File: src/rtl/soc_map_pkg.sv
// rtl/soc_map_pkg.sv - shared SoC memory map constants and slave select type
package soc_map_pkg;

   localparam int unsigned IO_MAP_WIDTH = 32;

   localparam logic [31:0] DTCM_BASE_DEFAULT = 32'h0000_0000;
   localparam logic [31:0] DTCM_END_DEFAULT  = 32'h0000_0FFF;
   localparam logic [31:0] GPIO_BASE_DEFAULT = 32'h0000_1000;
   localparam logic [31:0] GPIO_END_DEFAULT  = 32'h0000_1FFF;
   localparam logic [31:0] RTC_BASE_DEFAULT  = 32'h0000_2000;
   localparam logic [31:0] RTC_END_DEFAULT   = 32'h0000_2FFF;

   // One-hot slave select; SEL_NONE marks an unmapped access
   typedef enum logic [2:0] {
      SEL_NONE = 3'b000,
      SEL_DTCM = 3'b001,
      SEL_GPIO = 3'b010,
      SEL_RTC  = 3'b100
   } sel_t;

endpackage

File: src/rtl/addr_decoder.sv
// rtl/addr_decoder.sv - priority window decoder producing a one-hot slave select
module addr_decoder
   import soc_map_pkg::*;
#(
   parameter int unsigned             ADDR_W    = IO_MAP_WIDTH,
   parameter logic [ADDR_W-1:0]       DTCM_BASE = DTCM_BASE_DEFAULT,
   parameter logic [ADDR_W-1:0]       DTCM_END  = DTCM_END_DEFAULT,
   parameter logic [ADDR_W-1:0]       GPIO_BASE = GPIO_BASE_DEFAULT,
   parameter logic [ADDR_W-1:0]       GPIO_END  = GPIO_END_DEFAULT,
   parameter logic [ADDR_W-1:0]       RTC_BASE  = RTC_BASE_DEFAULT,
   parameter logic [ADDR_W-1:0]       RTC_END   = RTC_END_DEFAULT
) (
   input  logic [ADDR_W-1:0] addr_i,
   output sel_t              sel_o
);

   // Inclusive window test written as an offset compare: addresses below BASE
   // wrap to a huge offset and fall outside, and a zero BASE needs no
   // always-true compare.
   localparam logic [ADDR_W-1:0] DTCM_SPAN = DTCM_END - DTCM_BASE;
   localparam logic [ADDR_W-1:0] GPIO_SPAN = GPIO_END - GPIO_BASE;
   localparam logic [ADDR_W-1:0] RTC_SPAN  = RTC_END - RTC_BASE;

   logic [ADDR_W-1:0] dtcm_off;
   logic [ADDR_W-1:0] gpio_off;
   logic [ADDR_W-1:0] rtc_off;
   logic              in_dtcm;
   logic              in_gpio;
   logic              in_rtc;

   assign dtcm_off = addr_i - DTCM_BASE;
   assign gpio_off = addr_i - GPIO_BASE;
   assign rtc_off  = addr_i - RTC_BASE;

   assign in_dtcm = (dtcm_off <= DTCM_SPAN);
   assign in_gpio = (gpio_off <= GPIO_SPAN);
   assign in_rtc  = (rtc_off <= RTC_SPAN);

   // Priority DTCM > GPIO > RTC so overlapping windows still yield one select
   always_comb begin
      sel_o = SEL_NONE;
      if (in_rtc)  sel_o = SEL_RTC;
      if (in_gpio) sel_o = SEL_GPIO;
      if (in_dtcm) sel_o = SEL_DTCM;
   end

endmodule

File: src/rtl/memory_arbiter.sv
// rtl/memory_arbiter.sv - CPU data-bus router to DTCM, GPIO and RTC slaves
module memory_arbiter #(
   parameter int unsigned                   IO_MAP_WIDTH   = soc_map_pkg::IO_MAP_WIDTH,
   parameter logic [IO_MAP_WIDTH-1:0]       DTCM_BASE_ADDR = soc_map_pkg::DTCM_BASE_DEFAULT,
   parameter logic [IO_MAP_WIDTH-1:0]       DTCM_ADDR_END  = soc_map_pkg::DTCM_END_DEFAULT,
   parameter logic [IO_MAP_WIDTH-1:0]       GPIO_BASE_ADDR = soc_map_pkg::GPIO_BASE_DEFAULT,
   parameter logic [IO_MAP_WIDTH-1:0]       GPIO_ADDR_END  = soc_map_pkg::GPIO_END_DEFAULT,
   parameter logic [IO_MAP_WIDTH-1:0]       RTC_BASE_ADDR  = soc_map_pkg::RTC_BASE_DEFAULT,
   parameter logic [IO_MAP_WIDTH-1:0]       RTC_ADDR_END   = soc_map_pkg::RTC_END_DEFAULT
) (
   input  logic                    clk,
   input  logic                    rst,
   input  logic [IO_MAP_WIDTH-1:0] cpu_addr,
   input  logic [IO_MAP_WIDTH-1:0] cpu_wdata,
   output logic [IO_MAP_WIDTH-1:0] cpu_rdata,
   input  logic                    cpu_rw,
   output logic                    cpu_ready,
   output logic [IO_MAP_WIDTH-1:0] dtcm_addr,
   output logic [IO_MAP_WIDTH-1:0] dtcm_wdata,
   input  logic [IO_MAP_WIDTH-1:0] dtcm_rdata,
   output logic                    dtcm_rw,
   input  logic                    dtcm_ready,
   output logic [IO_MAP_WIDTH-1:0] gpio_addr,
   output logic [IO_MAP_WIDTH-1:0] gpio_wdata,
   input  logic [IO_MAP_WIDTH-1:0] gpio_rdata,
   output logic                    gpio_we,
   input  logic                    gpio_ready,
   output logic [IO_MAP_WIDTH-1:0] rtc_addr,
   output logic [IO_MAP_WIDTH-1:0] rtc_wdata,
   input  logic [IO_MAP_WIDTH-1:0] rtc_rdata,
   output logic                    rtc_we,
   input  logic                    rtc_ready
);

   import soc_map_pkg::*;

   sel_t                    sel;
   logic [IO_MAP_WIDTH-1:0] word_addr;
   logic                    resp_ready;
   logic [IO_MAP_WIDTH-1:0] resp_rdata;
   logic                    ready_d;
   logic                    ready_q;
   logic [IO_MAP_WIDTH-1:0] rdata_d;
   logic [IO_MAP_WIDTH-1:0] rdata_q;

   addr_decoder #(
      .ADDR_W    (IO_MAP_WIDTH),
      .DTCM_BASE (DTCM_BASE_ADDR),
      .DTCM_END  (DTCM_ADDR_END),
      .GPIO_BASE (GPIO_BASE_ADDR),
      .GPIO_END  (GPIO_ADDR_END),
      .RTC_BASE  (RTC_BASE_ADDR),
      .RTC_END   (RTC_ADDR_END)
   ) u_addr_decoder (
      .addr_i (cpu_addr),
      .sel_o  (sel)
   );

   assign word_addr = {cpu_addr[IO_MAP_WIDTH-1:2], 2'b00};

   // Zero-latency request routing; unselected slaves see an idle, all-zero bus
   always_comb begin
      dtcm_addr  = '0;
      dtcm_wdata = '0;
      dtcm_rw    = 1'b0;
      gpio_addr  = '0;
      gpio_wdata = '0;
      gpio_we    = 1'b0;
      rtc_addr   = '0;
      rtc_wdata  = '0;
      rtc_we     = 1'b0;
      case (sel)
         SEL_DTCM: begin
            dtcm_addr  = word_addr;
            dtcm_wdata = cpu_wdata;
            dtcm_rw    = cpu_rw;
         end
         SEL_GPIO: begin
            gpio_addr  = word_addr;
            gpio_wdata = cpu_wdata;
            gpio_we    = cpu_rw;
         end
         SEL_RTC: begin
            rtc_addr  = word_addr;
            rtc_wdata = cpu_wdata;
            rtc_we    = cpu_rw;
         end
         default: ;
      endcase
   end

   // Pick the selected slave's response; unmapped space answers at once with zero
   always_comb begin
      resp_ready = 1'b1;
      resp_rdata = '0;
      case (sel)
         SEL_DTCM: begin
            resp_ready = dtcm_ready;
            resp_rdata = dtcm_rdata;
         end
         SEL_GPIO: begin
            resp_ready = gpio_ready;
            resp_rdata = gpio_rdata;
         end
         SEL_RTC: begin
            resp_ready = rtc_ready;
            resp_rdata = rtc_rdata;
         end
         default: ;
      endcase
   end

   // Next response state: reads capture data, mapped writes keep the last read
   always_comb begin
      ready_d = resp_ready;
      rdata_d = rdata_q;
      if (resp_ready && (!cpu_rw || (sel == SEL_NONE))) begin
         rdata_d = resp_rdata;
      end
   end

   // Response registers; reset drops any in-flight completion
   always_ff @(posedge clk or posedge rst) begin
      if (rst) begin
         ready_q <= 1'b0;
         rdata_q <= '0;
      end else begin
         ready_q <= ready_d;
         rdata_q <= rdata_d;
      end
   end

   assign cpu_ready = ready_q;
   assign cpu_rdata = rdata_q;

endmodule

File: config.mk
export PLATFORM = sky130hd
export DESIGN_NAME = memory_arbiter
export DESIGN_NICKNAME = d
export VERILOG_FILES = /design/src/rtl/soc_map_pkg.sv /design/src/rtl/addr_decoder.sv /design/src/rtl/memory_arbiter.sv
export SDC_FILE = /design/constraint.sdc
export NUM_CORES = 1
export LEC_CHECK = 0
export CORE_AREA = 2 2 152 154
export DETAILED_ROUTE_END_ITERATION = 8
export DIE_AREA = 0 0 154 156
export SLEW_MARGIN = 25
export SYNTH_ARGS = -nofsm -noshare
export SYNTH_HDL_FRONTEND = slang
export SYNTH_SLANG_ARGS = --single-unit
File: constraint.sdc
create_clock -name clk -period 11.6 [get_ports clk]
set_clock_uncertainty 0.2 [all_clocks]
set_input_delay 3.48 -clock clk [delete_from_list [all_inputs] [get_ports clk]]
set_output_delay 3.48 -clock clk [all_outputs]
set_load 0.1 [all_outputs]
==> results.cfg <==
[routing]
route.met3.wl_um = 1410
drcViolationCount = 2
viasPerCell = 4.66
met2_length_um = 10700
wl_per_cell_um = 18.0
maxUsedRoutingLayer = met5
wl_um = 21200
dr.first_iter.drc_count = 325
dr.pass1.iters = 7
wl_met1_um = 8900
postRouteAntennaNets = 0
vias = 5477

[die]
design.die.area_um2 = 24000
die_height_um = 156
start_util = 0.202
num_rows = 55
ios = 394
core_area_um2 = 22400
die_w_um = 154

[global_route]
grt_first_pass_wirelength_um = 31300
antenna_found_initial = 2
grt_usage = 0.166
grt_max_degree = 57
grt_overflow = 0
grt_pass1_vias = 5247

[yosys]
yosysTopAreaCellShare = 0.183
ys_seq_area_frac = 0.183
synth_edf_count = 0
synth_xor_area_frac = 0.00777
synth_compound_area_frac = 0.273
syn-instance-count = 596
ys_dominant_reg_cell = dfrtp_1
muxShareOfSynthArea = 0
synth.distinct_cells = 44
yosys.area_share.adder = 0.00277
synth_most_common_cell = and2_1
synth_top_area_cell = dfrtp_1
synth_warnings = 0
synth-seq-cells = 33
yosys.area_share.simple = 0.344
synth_top_family_by_area = simple AND/OR/NAND/NOR gates
synth.cell_area_um2 = 4510
synth.avg_cell_area_um2 = 7.57
synth_area_leaders = dfrtp_1, and2_1, buf_4
async_flop_share = 1.00
netlist_top_cells_count = and2_1, buf_4, clkbuf_1

[cts]
cts_max_path_buffers = 2
clock_latency_ns = 0.28
numClockSinks = 33
cts_setup_buffers = 0
cts-root-buf = clkbuf_16
cts_tree = built
cts_resized = 0
h-tree-depth = 2
cts_inserted_buffers = 5
clkTransAtPathRegs_ns = 0.05
cts_hold_buf = 0

[timing]
finalSetupViolCount = 0
hold_violations = 0
fin_crit_ns = 10.47
layout_setup_ws_ns = 1.13
relSlewSlack = 0.321
max_freq_mhz = 95.5
grt_setup_unrepaired = no
finalSetupTns_ns = 0
tightest_slew_ns = 1.02
drv_slew = 0
fin_crit_sh = 0.902

[critical_path]
crit_path_end_kind = primary output
cp-start-kind = primary input
crit_arrival_ns = 6.79
worstSetupPathType = in -> out
cp.required_ns = 7.92
cp_max_fo = 46

[worst_hold_path]
worstHoldPathType = reg -> reg

[placed_design]
gp_congestion = 0.841
post-place-ws_ns = 1.09
port_buffers = 329
dp_hpwl_um = 16300

[flow_run]
cap_violations = 0

[outcome]
status = finished, violations left
violations = design-rule violations

[pwr]
ir_worst_vdd_mv = 0.0415
power_uw = 474
cellPowerDensity_nw_per_um2 = 54.9
leakagePower_uw = 0.00327

[cells_and_area]
fillerInstances = 2267
multi_input_area_um2 = 3090
final_layout_size_suffix_gt1_frac = 0.222
regArea_um2 = 826
final_nets = 1056
syn_to_final_growth_pct = 91.3
utilization = 0.386
[through the flow]
stage | hold WS, ns | std cells | area, um^2
after global placement | 0.315 | 1167 | 8450
after detailed placement | 0.316 | 1167 | 8450
after floorplan | 0.777 | 657 | 4740
after global routing | 0.350 | 1175 | 8620
final | 0.322 | 1176 | 8630
after CTS | 0.324 | 1175 | 8620
[critical path, cell delays in order]
cell and delay [ns]:
clkdlybuf4s50_1 0.42, inv_1 0.11, ha_1 0.27, or4b_1 0.55, or3b_1 0.38, a21oi_1 0.26
o2111a_2 0.77, and2_1 0.23, buf_4 0.29
[cell families after synthesis]
family	after synthesis
other	1
flip-flops	33
AO/OA/AOI/OAI	144
buffers and inverters	156
adder cells (fa/ha/maj)	1
AND/OR/NAND/NOR	257
XOR/XNOR	4
[report_power, final]
| group | internal, uW | leakage (uW) | total (uW) | switching (uW) |
|---|---|---|---|---|
| registers | 115 | 0.000456 | 115 | 0.0000728 |
| clock network | 107 | 0.0000841 | 159 | 51.5 |
| logic | 63.3 | 0.00273 | 200 | 136 |
| total | 286 | 0.00327 | 474 | 188 |
[layout by cell type (no fill, tap or decap), drive strengths merged, types with 2 or more instances in the layout]
cell type      Yosys  routed
o41ai             32      32
o21ai              4       4
nor4               7       7
and2             130     130
clkbuf            46       7
a21oi             33      33
or4b               2       2
nand3              6       6
nor3b             33      33
nand2             40      40
a211oi            34      34
conb               1      62
clkdlybuf4s50      0     195
nand4              4       4
nor3               8       8
or3b               2       2
a221oi            32      32
or4                3       3
and4               2       2
or3                3       3
buf               74     150
xnor2              4       4
dfrtp             33      33
inv               36      36
o31ai              3       3
nor2              12      12
[state kept, by name, indices dropped and copies added, names as in the netlist]
register and cells:
cpu_ready 1, cpu_rdata 32
[metal layers]
layer,track usage,up-vias
li1,-,2589
met1,0.212,2589
met2,0.297,281
met3,0.0272,16
met4,0.0294,2
met5,0,-
[path summary, 6_finish.rpt]
path | from | endpoint | slack, ns | cells past startpoint
min in group asynchronous | rst | cpu_rdata[1]$_DFFE_PP0P_ | 3.42 | 3
max in group asynchronous | rst | cpu_rdata[11]$_DFFE_PP0P_ | 7.43 | 3
min reg2reg | cpu_rdata[16]$_DFFE_PP0P_ | cpu_rdata[16]$_DFFE_PP0P_ | 0.32 | 2
min | cpu_rdata[16]$_DFFE_PP0P_ | cpu_rdata[16]$_DFFE_PP0P_ | 0.32 | 2
max reg2reg | cpu_rdata[15]$_DFFE_PP0P_ | cpu_rdata[15]$_DFFE_PP0P_ | 10.71 | 2
max | cpu_addr[14] | gpio_wdata[28] | 1.13 | 9
[layout make-up]
cell class | count | area share
Timing Repair Buffer | 345 | 0.468
Multi-Input combinational cell | 468 | 0.359
Sequential cell | 33 | 0.0957
Tap cell | 285 | 0.0413
Clock buffer | 7 | 0.0165
Inverter | 36 | 0.0157
Clock inverter | 1 | 0.00348
Antenna cell | 1 | 0.000290
Note: power is estimated with default switching activity, not from simulation.
